===== src/rtl/wordline_sequencer_pkg.sv =====
// Shared definitions for the wordline sequencer: FSM state encoding and parameter defaults.
// The ADDR_WIDTH default follows the codebase-wide ADDR_WIDTH define, falling back to 4.
`ifndef ADDR_WIDTH
`define ADDR_WIDTH 4
`endif

package wordline_sequencer_pkg;

   localparam int unsigned DEF_ADDR_WIDTH       = `ADDR_WIDTH;
   localparam int unsigned DEF_ROWS             = 1 << DEF_ADDR_WIDTH;
   localparam int unsigned DEF_PRECHARGE_CYCLES = 1;
   localparam int unsigned DEF_PULSE_CYCLES     = 2;

   typedef enum logic [1:0] {
      ST_IDLE = 2'd0,
      ST_PRE  = 2'd1,
      ST_ACT  = 2'd2,
      ST_ERR  = 2'd3
   } wl_state_e;

   function automatic int unsigned max_u(input int unsigned a, input int unsigned b);
      return (a > b) ? a : b;
   endfunction

endpackage


===== src/rtl/wordline_sequencer_onehot_decode.sv =====
// Combinational row-address to one-hot decoder with enable and in-range flag.
module onehot_decode #(
   parameter int unsigned ADDR_WIDTH = 4,
   parameter int unsigned ROWS       = 16
) (
   input  logic [ADDR_WIDTH-1:0] addr,
   input  logic                  en,
   output logic [ROWS-1:0]       onehot_c,
   output logic                  in_range_c
);

   assign in_range_c = ({1'b0, addr} < (ADDR_WIDTH+1)'(ROWS));

   always_comb begin
      onehot_c = '0;
      for (int unsigned i = 0; i < ROWS; i++) begin
         onehot_c[i] = en && (addr == ADDR_WIDTH'(i));
      end
   end

endmodule


===== src/rtl/wordline_sequencer.sv =====
// Registered wordline sequencer: handshake, precharge phase, one-hot wordline pulse, done/err.
// Optional build macro WORDLINE_REFRESH_EN adds a refresh_req/refresh_ack path with a row counter.
module wordline_sequencer
   import wordline_sequencer_pkg::*;
#(
   parameter int unsigned ADDR_WIDTH       = DEF_ADDR_WIDTH,
   parameter int unsigned ROWS             = 1 << ADDR_WIDTH,
   parameter int unsigned PRECHARGE_CYCLES = DEF_PRECHARGE_CYCLES,
   parameter int unsigned PULSE_CYCLES     = DEF_PULSE_CYCLES
) (
   input  logic                  clk,
   input  logic                  rst,
   input  logic                  req_valid,
   input  logic [ADDR_WIDTH-1:0] req_addr,
`ifdef WORDLINE_REFRESH_EN
   input  logic                  refresh_req,
   output logic                  refresh_ack,
`endif
   output logic                  req_ready,
   output logic                  precharge,
   output logic [ROWS-1:0]       wl,
   output logic                  done,
   output logic                  err,
   output logic                  busy
);

   localparam int unsigned CNT_W = $clog2(max_u(PRECHARGE_CYCLES, PULSE_CYCLES) + 1);
   localparam logic [CNT_W-1:0] PRE_LAST = CNT_W'(PRECHARGE_CYCLES - 1);
   localparam logic [CNT_W-1:0] ACT_LAST = CNT_W'(PULSE_CYCLES - 1);

   wl_state_e             state_q, state_d;
   logic [CNT_W-1:0]      cnt_q, cnt_d;
   logic [ADDR_WIDTH-1:0] addr_q, addr_d;
   logic                  precharge_q, precharge_d;
   logic [ROWS-1:0]       wl_q, wl_d;
   logic                  done_q, done_d;
   logic                  err_q, err_d;
   logic                  busy_q, busy_d;

   logic [ADDR_WIDTH-1:0] dec_addr;
   logic                  dec_en;
   logic [ROWS-1:0]       dec_onehot;
   logic                  dec_in_range;
   logic                  refresh_go;
   logic [ADDR_WIDTH-1:0] refresh_row;
   logic                  refresh_active;

`ifdef WORDLINE_REFRESH_EN
   logic [ADDR_WIDTH-1:0] ref_row_q, ref_row_d;
   logic                  is_ref_q, is_ref_d;
   logic                  refresh_ack_q, refresh_ack_d;

   assign refresh_go     = refresh_req;
   assign refresh_row    = ref_row_q;
   assign refresh_active = is_ref_d;
   assign refresh_ack    = refresh_ack_q;

   // Refresh bookkeeping: tag the access and advance the row counter when it completes.
   always_comb begin
      is_ref_d  = is_ref_q;
      ref_row_d = ref_row_q;
      if (state_q == ST_IDLE) begin
         is_ref_d = refresh_req;
      end
      if ((state_q == ST_ACT) && (cnt_q == ACT_LAST) && is_ref_q) begin
         ref_row_d = (ref_row_q == ADDR_WIDTH'(ROWS - 1)) ? '0 : ref_row_q + ADDR_WIDTH'(1);
      end
      refresh_ack_d = (state_d == ST_ACT) && (cnt_d == ACT_LAST) && is_ref_d;
   end

   always_ff @(posedge clk) begin
      if (rst) begin
         ref_row_q     <= '0;
         is_ref_q      <= 1'b0;
         refresh_ack_q <= 1'b0;
      end else begin
         ref_row_q     <= ref_row_d;
         is_ref_q      <= is_ref_d;
         refresh_ack_q <= refresh_ack_d;
      end
   end
`else
   assign refresh_go     = 1'b0;
   assign refresh_row    = '0;
   assign refresh_active = 1'b0;
`endif

   assign req_ready = (state_q == ST_IDLE) && !refresh_go;

   // Range check on the incoming address while idle, decode of the latched row otherwise.
   assign dec_addr = (state_q == ST_IDLE) ? req_addr : addr_q;
   assign dec_en   = (state_d == ST_ACT);

   onehot_decode #(
      .ADDR_WIDTH (ADDR_WIDTH),
      .ROWS       (ROWS)
   ) u_decode (
      .addr       (dec_addr),
      .en         (dec_en),
      .onehot_c   (dec_onehot),
      .in_range_c (dec_in_range)
   );

   always_comb begin
      state_d = state_q;
      cnt_d   = cnt_q;
      addr_d  = addr_q;
      case (state_q)
         ST_IDLE: begin
            if (refresh_go) begin
               state_d = ST_PRE;
               cnt_d   = '0;
               addr_d  = refresh_row;
            end else if (req_valid) begin
               cnt_d = '0;
               if (dec_in_range) begin
                  state_d = ST_PRE;
                  addr_d  = req_addr;
               end else begin
                  state_d = ST_ERR;
               end
            end
         end
         ST_PRE: begin
            if (cnt_q == PRE_LAST) begin
               state_d = ST_ACT;
               cnt_d   = '0;
            end else begin
               cnt_d = cnt_q + CNT_W'(1);
            end
         end
         ST_ACT: begin
            if (cnt_q == ACT_LAST) begin
               state_d = ST_IDLE;
               cnt_d   = '0;
            end else begin
               cnt_d = cnt_q + CNT_W'(1);
            end
         end
         ST_ERR: begin
            state_d = ST_IDLE;
            cnt_d   = '0;
         end
         default: begin
            state_d = ST_IDLE;
            cnt_d   = '0;
         end
      endcase
   end

   // Outputs are registered from the next state so they line up with the state they describe.
   always_comb begin
      precharge_d = (state_d == ST_PRE);
      wl_d        = dec_onehot;
      done_d      = (state_d == ST_ACT) && (cnt_d == ACT_LAST) && !refresh_active;
      err_d       = (state_d == ST_ERR);
      busy_d      = (state_d != ST_IDLE);
   end

   always_ff @(posedge clk) begin
      if (rst) begin
         state_q     <= ST_IDLE;
         cnt_q       <= '0;
         addr_q      <= '0;
         precharge_q <= 1'b0;
         wl_q        <= '0;
         done_q      <= 1'b0;
         err_q       <= 1'b0;
         busy_q      <= 1'b0;
      end else begin
         state_q     <= state_d;
         cnt_q       <= cnt_d;
         addr_q      <= addr_d;
         precharge_q <= precharge_d;
         wl_q        <= wl_d;
         done_q      <= done_d;
         err_q       <= err_d;
         busy_q      <= busy_d;
      end
   end

   assign precharge = precharge_q;
   assign wl        = wl_q;
   assign done      = done_q;
   assign err       = err_q;
   assign busy      = busy_q;

endmodule

===== config.mk =====
export PLATFORM = sky130hd
export DESIGN_NAME = wordline_sequencer
export DESIGN_NICKNAME = d
export VERILOG_FILES = /design/src/rtl/wordline_sequencer_pkg.sv /design/src/rtl/wordline_sequencer_onehot_decode.sv /design/src/rtl/wordline_sequencer.sv
export SDC_FILE = /design/constraint.sdc
export NUM_CORES = 1
export LEC_CHECK = 0
export ABC_AREA = 1
export CAP_MARGIN = 20
export CORE_AREA = 2 2 65 61
export CTS_BUF_LIST = sky130_fd_sc_hd__clkbuf_4
export DETAILED_ROUTE_END_ITERATION = 6
export DIE_AREA = 0 0 67 63
export PLACE_DENSITY_LB_ADDON = 0.1
export SLEW_MARGIN = 10
export SYNTH_ARGS = -nofsm -noshare
export SYNTH_HDL_FRONTEND = slang
export SYNTH_HIERARCHICAL = 1
export SYNTH_SLANG_ARGS = --single-unit
export TNS_END_PERCENT = 30

===== constraint.sdc =====
create_clock -name clk -period 3.1 [get_ports clk]
set_clock_uncertainty 0.05 [all_clocks]
set_input_delay 0.62 -clock clk [delete_from_list [all_inputs] [get_ports clk]]
set_output_delay 0.62 -clock clk [all_outputs]
set_load 0.05 [all_outputs]

==> results.yml, run 1 <==
status:
  outcome: "completed"
timing:
  slew_headroom_pct: 56.3
  worst_slew_pin_slew_ns: 0.653
  post-route-min-period_ns: 2.47
  hold_ws_ns: 0.477
  setup_violations: 0
  setup_tns_ns: 0
  grt_setup_unrepaired: "no"
  finalHoldViolCount: 0
  min_period_over_period_pct: 79.8
  finalMaxSlewViolations: 0
  fmax_mhz: 404
logic_synthesis:
  yosysUniqueCellTypes: 20
  ys_top_cells_by_area: "dfxtp_1 46%, nor2_1 15%, inv_1 9.9%"
  synth_edf_count: 0
  async_reset_ff_share_pct: 0
  ys_top_cells_by_count: "49 x nor2_1, 32 x inv_1, 31 x nand2_1, 28 x dfxtp_1, 7 x nand3_1"
  avgSynthCellArea_um2: 6.99
  synthCells: 173
  syn-num-nets: 183
  yosysTopAreaCellShare_pct: 46.4
  synth_ff_type: "dfxtp_1"
  yosysWarningCount: 6
  ys_ff_latch: 28
  yosysMostFrequentCell: "nor2_1"
  yosysTopAreaCell: "dfxtp_1"
  seq_area_frac_synth_pct: 46.4
  syn-cell-area_um2: 1210
layout:
  num_antenna_cells: 0
  fillers: 376
  fin_cells: 247
  final_nets: 212
  regArea_um2: 561
  multi_input_area_um2: 478
  drive_above_1_share_pct: 8.46
  area_growth_pct: 29.1
floorplan:
  die_w_um: 67
  initial_core_util_pct: 33.8
  rows: 21
  io_pins: 28
  dieHeight_um: 63
  dieArea_um2: 4220
  coreArea_um2: 3570
place:
  numPortBuffers: 27
  dpl.hpwl_um: 1610
  place_inst: 243
  globalplace.congestion: 0.739
global_routing:
  grt_pass1_vias: 885
  grt_usage_pct: 10.7
  grt_max_degree: 20
  antenna_found_initial: 0
  grt_pass1_wl_um: 3530
  grt_overflow: 0
clock_network:
  cts_setup_buffers: 0
  hold_buffers: 0
  cts_resized: 0
  clk_pin_slew_ns: 0.14
  htreeDepth: 1
  numCtsBuffers: 3
  cts_tree: "done"
  worstSkewPairLatency_ns: 0.31
  cts_root_buf: "clkbuf_4"
  clk_path_buf_depth: 2
  cts.sinks: 28
setup_path:
  crit_path_max_incr_delay_ns: 0.82
  start_kind: "flip-flop"
  required_ns: 2.43
  end_kind: "primary output"
  reg2reg_from: "state_q[0]$_SDFF_PP0_"
  crit_path_top_delay_cell: "clkdlybuf4s50_1"
  worstPathMaxFanout: 13
  crit_start: "state_q[0]$_SDFF_PP0_"
  cp.arrival_ns: 1.80
  crit_type: "flip-flop to primary output"
  path_cells: "nor2_2 -> buf_4 -> clkdlybuf4s50_1"
detailed_routing:
  wl_um: 1990
  wl_per_cell_um: 8.05
  drtPass1Iterations: 4
  dr.first_iter.drc_count: 19
  postRouteAntennaNets: 0
  vias_per_cell: 3.97
  drcViolationCount: 0
  vias: 980
power_and_ir_drop:
  cellPowerDensity_nw_per_um2: 507
  ir_drop_mv: 0.202
  p_leak_nw: 0.683
  fin_total_pwr_mw: 0.791
hold_path:
  min_from: "addr_q[1]$_SDFFE_PP0P_"
  hp-class: "flip-flop to flip-flop"
job:
  cap_violations: 0
[path summary, 6_finish.rpt]
kind                             to  slack (ns)  cells after the start
max                       req_ready        0.63                      3
max reg2reg       wl[15]$_SDFF_PP0_        1.39                      7
min          addr_q[1]$_SDFFE_PP0P_        0.48                      4
min reg2reg  addr_q[1]$_SDFFE_PP0P_        0.48                      4
[routing by layer]
layer  track usage [%]  wire [um]  up-vias
met3              2.16        106        2
met5                 0          0        -
met4              4.59         19        0
met2              17.9        855       19
met1              13.0       1010      408
li1                  -          -      551
[cell families after synthesis]
| kind of cell | after synthesis | synth area share, % |
|---|---|---|
| buf+inv | 39 | 14.1 |
| fa+ha+maj | 3 | 3.11 |
| simple gates | 97 | 34.1 |
| other cells | 1 | 0.310 |
| flops | 28 | 46.4 |
| compound gates | 5 | 2.07 |
[registers in the layout (all words and copies together), names as in the netlist]
| register | cells |
|---|---|
| addr_q | 4 |
| busy | 1 |
| err | 1 |
| cnt_q | 2 |
| precharge | 1 |
| wl | 16 |
| state_q | 2 |
| done | 1 |
[power by group]
part           switching (mW)  internal (mW)  leakage [nW]
Combinational           0.121         0.0562         0.428
Sequential            0.00776          0.377         0.227
Clock                  0.0991          0.131        0.0279
Total                   0.228          0.563         0.683
[critical path, delay by kind of cell, from the launching register on]
| kind | cells | cell delay [ns] |
|---|---|---|
| buf+inv | 2 | 1.00 |
| simple gates | 1 | 0.11 |
| flops | 1 | 0.38 |
[layout by cell type, fill, tap and decap left out]
cell type / synthesis / final
nand3_1: 7 / 7
nand3_2: 2 / 2
inv_4: 1 / 1
inv_1: 32 / 32
nand2_2: 4 / 4
nor2_4: 1 / 1
bufinv_16: 0 / 1
ha_1: 3 / 3
nor2_2: 2 / 2
nand2_1: 31 / 31
nor2_1: 49 / 49
clkbuf_4: 0 / 3
o21ai_0: 4 / 4
nand3b_1: 1 / 1
inv_2: 2 / 2
buf_4: 1 / 1
dfxtp_1: 28 / 28
o21ai_1: 1 / 1
conb_1: 1 / 1
clkdlybuf4s50_1: 0 / 27
[cell type report]
cell class	instances	share of cell area, %
inverter	35	8.58
clock buffer	3	1.44
timing repair buffer	28	17.8
sequential	28	35.9
tap	46	3.69
multi-input combinational	106	30.6
clock inverter	1	1.92
[per-stage QoR]
| step | utilization, % | setup WS, ns | area (um^2) |
|---|---|---|---|
| after floorplan | - | 1.57 | 1210 |
| after CTS | 43.7 | 0.606 | 1560 |
| final | 43.7 | 0.625 | 1560 |
| after global routing | 43.7 | 0.521 | 1560 |
| after global placement | 42.2 | 0.989 | 1510 |
| after detailed placement | 42.2 | 0.988 | 1510 |
(Power assumes the default switching activity.)
==> inputs of run 2 (changes only) <==
clock period = 2.45 ns   (was 3.1 ns; I/O delays follow)
==> run 2 against run 1 <==
Compared with the run above:
- hold slack got worse by 0.0015 ns
- global-route usage grew 1.5 points
- final cell count did not move
- clock-buffer cell count did not move
- critical endpoint is now wl[10]
- first-iteration DRC count grew 53%
- die area unchanged
- final area decreased by 0.16%
- sequential share of layout area rose by 0.058 points
- highest routed layer unchanged
- via count grew 3.3%
- wire length up 7.7%
- largest power group unchanged
- combinational power is 25% higher
==> results.yml, run 2 (synthesis gave the netlist of run 1 again) <==
status:
  outcome: "completed"
floorplan:
  die_w_um: 67
  dieHeight_um: 63
  dieArea_um2: 4220
  coreArea_um2: 3570
  rows: 21
  initial_core_util_pct: 33.8
  io_pins: 28
layout:
  layout.cells.most_common: "nor2_1"
  postLayoutCoreUtil_pct: 43.6
  area_growth_pct: 28.9
  multi_input_area_um2: 478
  fillers: 388
  final_nets: 212
  final_cell_mix: "49 x nor2_1, 32 x inv_1, 31 x nand2_1, 28 x dfxtp_1, 26 x clkdlybuf4s50_1"
  regArea_um2: 561
  drive_above_1_share_pct: 8.96
  fin_cells: 247
  num_antenna_cells: 0
  largest_reg_flops: 16
place:
  dpl.hpwl_um: 1730
  place_inst: 243
  globalplace.congestion: 0.769
  numPortBuffers: 27
clock_network:
  clk_path_buf_depth: 2
  cts.sinks: 28
  hold_buffers: 0
  cts_resized: 0
  cts_setup_buffers: 0
  cts_tree: "done"
  worstSkewPairLatency_ns: 0.32
  numCtsBuffers: 3
  cts_root_buf: "clkbuf_4"
  htreeDepth: 1
  clk_pin_slew_ns: 0.15
detailed_routing:
  vias: 1012
  vias_per_cell: 4.10
  wl_um: 2140
  postRouteAntennaNets: 0
  drcViolationCount: 0
  drtPass1Iterations: 5
  wl_per_cell_um: 8.68
  dr.first_iter.drc_count: 29
global_routing:
  grt_overflow: 0
  grt_pass1_vias: 1003
  grt_max_degree: 19
  grt_usage_pct: 12.2
  grt_pass1_wl_um: 4020
  antenna_found_initial: 0
timing:
  grt_setup_unrepaired: "no"
  finalHoldViolCount: 0
  worst_slew_pin_slew_ns: 0.557
  fmax_mhz: 498
  slew_headroom_pct: 62.5
  finalMaxSlewViolations: 0
  post-route-min-period_ns: 2.01
  setup_violations: 0
  min_period_over_period_pct: 81.9
  setup_tns_ns: 0
setup_path:
  worstPathMaxFanout: 1
  critical_path.top_delay_family: "buffers and inverters"
  end_kind: "primary output"
  crit_path_max_incr_delay_ns: 0.80
  required_ns: 1.91
  path_cells: "clkdlybuf4s50_1"
  reg2reg_slack_ns: 0.73
  cp.buffers_inverters: 1
  cp.arrival_ns: 1.47
  crit_type: "flip-flop to primary output"
  start_kind: "flip-flop"
  crit_path_top_delay_cell: "clkdlybuf4s50_1"
power_and_ir_drop:
  fin_total_pwr_mw: 1.01
  p_leak_nw: 0.684
  cellPowerDensity_nw_per_um2: 646
  ir_drop_mv: 0.317
job:
  cap_violations: 0
hold_path:
  hp-class: "flip-flop to flip-flop"
-- run 2: cell types whose count changed in the layout (fill, tap and decap cells not counted), sizes merged --
cell / previous run / this run
buf: 1 / 2
clkdlybuf4s50: 27 / 26
-- run 2: final cells by class --
cell class	count	area share (%)
inverter	35	8.59
tap	46	3.69
clock inverter	1	1.93
timing repair buffer	28	17.7
sequential	28	36.0
multi-input combinational	106	30.7
clock buffer	3	1.45
-- run 2: routing by layer --
layer	GRT usage [%]	share of wire, %	routed length, um	up-vias
met4	4.85	0.89	19	0
met2	20.5	45	966	29
li1	-	-	-	551
met1	14.7	48	1030	430
met3	2.70	6.2	133	2
met5	0	0	0	-
-- run 2: worst paths after layout --
path / from / to / cells past startpoint
hold / removal: addr_q[0]$_SDFFE_PP0P_ / addr_q[0]$_SDFFE_PP0P_ / 4
setup reg to reg: state_q[0]$_SDFF_PP0_ / wl[12]$_SDFF_PP0_ / 7
setup / recovery: wl[10]$_SDFF_PP0_ / wl[10] / 1
hold reg to reg: addr_q[0]$_SDFFE_PP0P_ / addr_q[0]$_SDFFE_PP0P_ / 4
-- run 2: power breakdown --
group	total [mW]	switching (mW)	internal, mW
clock network	0.298	0.132	0.165
registers	0.488	0.0111	0.477
logic	0.221	0.153	0.0678
total	1.01	0.296	0.710
-- run 2: through the flow --
step	hold slack, ns	instance area [um^2]	setup WS [ns]
3_5_place_dp	0.461	1510	0.580
6_report	0.476	1560	0.443
2_1_floorplan	0.439	1210	0.919
4_1_cts	0.483	1560	0.421
5_1_grt	0.520	1560	0.370
3_3_place_gp	0.451	1510	0.590
==> inputs of run 3 (changes only) <==
clock period = 1.67 ns   (was 2.45 ns; I/O delays follow)
==> run 3 against run 2 <==
Compared with the run above:
- first-iteration DRC count grew 100%
- power grew 50%
- global-route usage shrank 0.060 points
- critical path depth grew 2
- clock-buffer cell count is the same
- critical path type unchanged
- highest routed layer unchanged
==> results.yml, run 3 (synthesis gave the netlist of run 1 again) <==
layout:
  fillers: 392
  drive_above_1_share_pct: 20.6
  final_cell_mix: "49 x nor2_1, 32 x inv_1, 31 x nand2_1, 27 x dfxtp_1, 24 x buf_4"
  regArea_um2: 562
  largest_reg_flops: 16
  multi_input_area_um2: 483
  final_nets: 215
  area_growth_pct: 28.2
  layout.cells.most_common: "nor2_1"
  num_antenna_cells: 0
  fin_cells: 250
  postLayoutCoreUtil_pct: 43.3
timing:
  finalMaxSlewViolations: 0
  setup_violations: 0
  post-route-min-period_ns: 1.56
  min_period_over_period_pct: 93.2
  setup_tns_ns: 0
  grt_setup_unrepaired: "no"
  hold_ws_ns: 0.486
  post-route-worst-setup-slack_ns: 0.114
  fmax_mhz: 643
  finalHoldViolCount: 0
floorplan:
  initial_core_util_pct: 33.8
  dieHeight_um: 63
  rows: 21
  coreArea_um2: 3570
  io_pins: 28
  dieArea_um2: 4220
  die_w_um: 67
setup_path:
  required_ns: 1.29
  crit_path_max_incr_delay_ns: 0.39
  end_kind: "primary output"
  crit_type: "flip-flop to primary output"
  crit_path_top_delay_cell: "dfxtp_1"
  start_kind: "flip-flop"
  path_cells: "nor2_4 -> buf_4 -> buf_12"
  worstPathMaxFanout: 6
  cp.arrival_ns: 1.17
power_and_ir_drop:
  cellPowerDensity_nw_per_um2: 972
  ir_drop_mv: 0.459
  p_leak_nw: 0.745
global_routing:
  grt_pass1_vias: 926
  grt_pass1_wl_um: 3890
  grt_usage_pct: 12.1
  grt_overflow: 0
  antenna_found_initial: 0
  grt_max_degree: 17
status:
  outcome: "completed"
detailed_routing:
  drcViolationCount: 0
  dr.first_iter.drc_count: 58
  drtPass1Iterations: 4
  wl_um: 2250
  vias: 1031
  wl_per_cell_um: 8.99
  postRouteAntennaNets: 0
  vias_per_cell: 4.12
clock_network:
  cts.sinks: 28
  htreeDepth: 1
  hold_buffers: 0
  cts_tree: "done"
  worstSkewPairLatency_ns: 0.33
  clk_pin_slew_ns: 0.15
  numCtsBuffers: 3
  cts_root_buf: "clkbuf_4"
  cts_setup_buffers: 0
  clk_path_buf_depth: 2
place:
  numPortBuffers: 27
  dpl.hpwl_um: 1810
  pre_cts_ws_ns: -0.0365
  place_inst: 246
  globalplace.congestion: 0.838
hold_path:
  hp-class: "flip-flop to flip-flop"
job:
  cap_violations: 0
==> run 3: cell count changes in the layout (fill, tap and decap cells not counted) <==
| cell | previous run | this run |
|---|---|---|
| o21ai_0 | 4 | 1 |
| buf_4 | 2 | 24 |
| dfxtp_2 | 0 | 1 |
| buf_12 | 0 | 1 |
| o21ai_1 | 1 | 4 |
| clkdlybuf4s50_1 | 26 | 6 |
| nor2_4 | 1 | 2 |
| dfxtp_1 | 28 | 27 |
| nor2_2 | 2 | 1 |
==> run 3: what timing repair did <==
item,4_1_cts,5_1_grt
resized for setup,1,4
setup endpoints to repair,1,17
pin swaps,0,0
==> run 3: area by class of cell <==
cell class	instances	area share, %
Clock inverter	1	1.94
Clock buffer	3	1.45
Tap cell	46	3.72
Multi-Input combinational cell	106	31.2
Sequential cell	28	36.3
Timing Repair Buffer	31	16.8
Inverter	35	8.64
==> run 3: final timing paths <==
path / from / endpoint / slack, ns / cells after the start
setup reg to reg: cnt_q[1]$_SDFF_PP0_ / wl[5]$_SDFF_PP0_ / 0.21 / 9
hold / removal: addr_q[2]$_SDFFE_PP0P_ / addr_q[2]$_SDFFE_PP0P_ / 0.49 / 4
setup / recovery: state_q[1]$_SDFF_PP0_ / req_ready / 0.11 / 3
hold reg to reg: addr_q[2]$_SDFFE_PP0P_ / addr_q[2]$_SDFFE_PP0P_ / 0.49 / 4
==> run 3: critical path: cells and delay by family, from the launching register on <==
family / cells / cell delay [ns]
buffers and inverters: 2 / 0.30
and+or+nand+nor: 1 / 0.16
DFF: 1 / 0.39
==> run 3: power by group <==
part	switching [mW]	internal, mW	leakage (nW)
clock network	0.195	0.243	0.0279
registers	0.0173	0.700	0.228
logic	0.231	0.119	0.489
total	0.444	1.06	0.745
==> run 3: per-layer routing <==
layer  GRT usage [%]  vias to the layer above  routed length (um)
met5               0                        -                   0
met2            18.8                       27                 999
met3            2.16                        2                 138
li1                -                      557                   -
met1            16.2                      445                1090
met4            5.36                        0                  22
==> run 3: stage by stage <==
step / instance area, um^2 / power (mW)
after floorplan: 1210 / 0.976
after global placement: 1490 / 1.07
after detailed placement: 1490 / 1.08
after CTS: 1550 / 1.53
after global routing: 1550 / 1.62
final: 1550 / 1.51
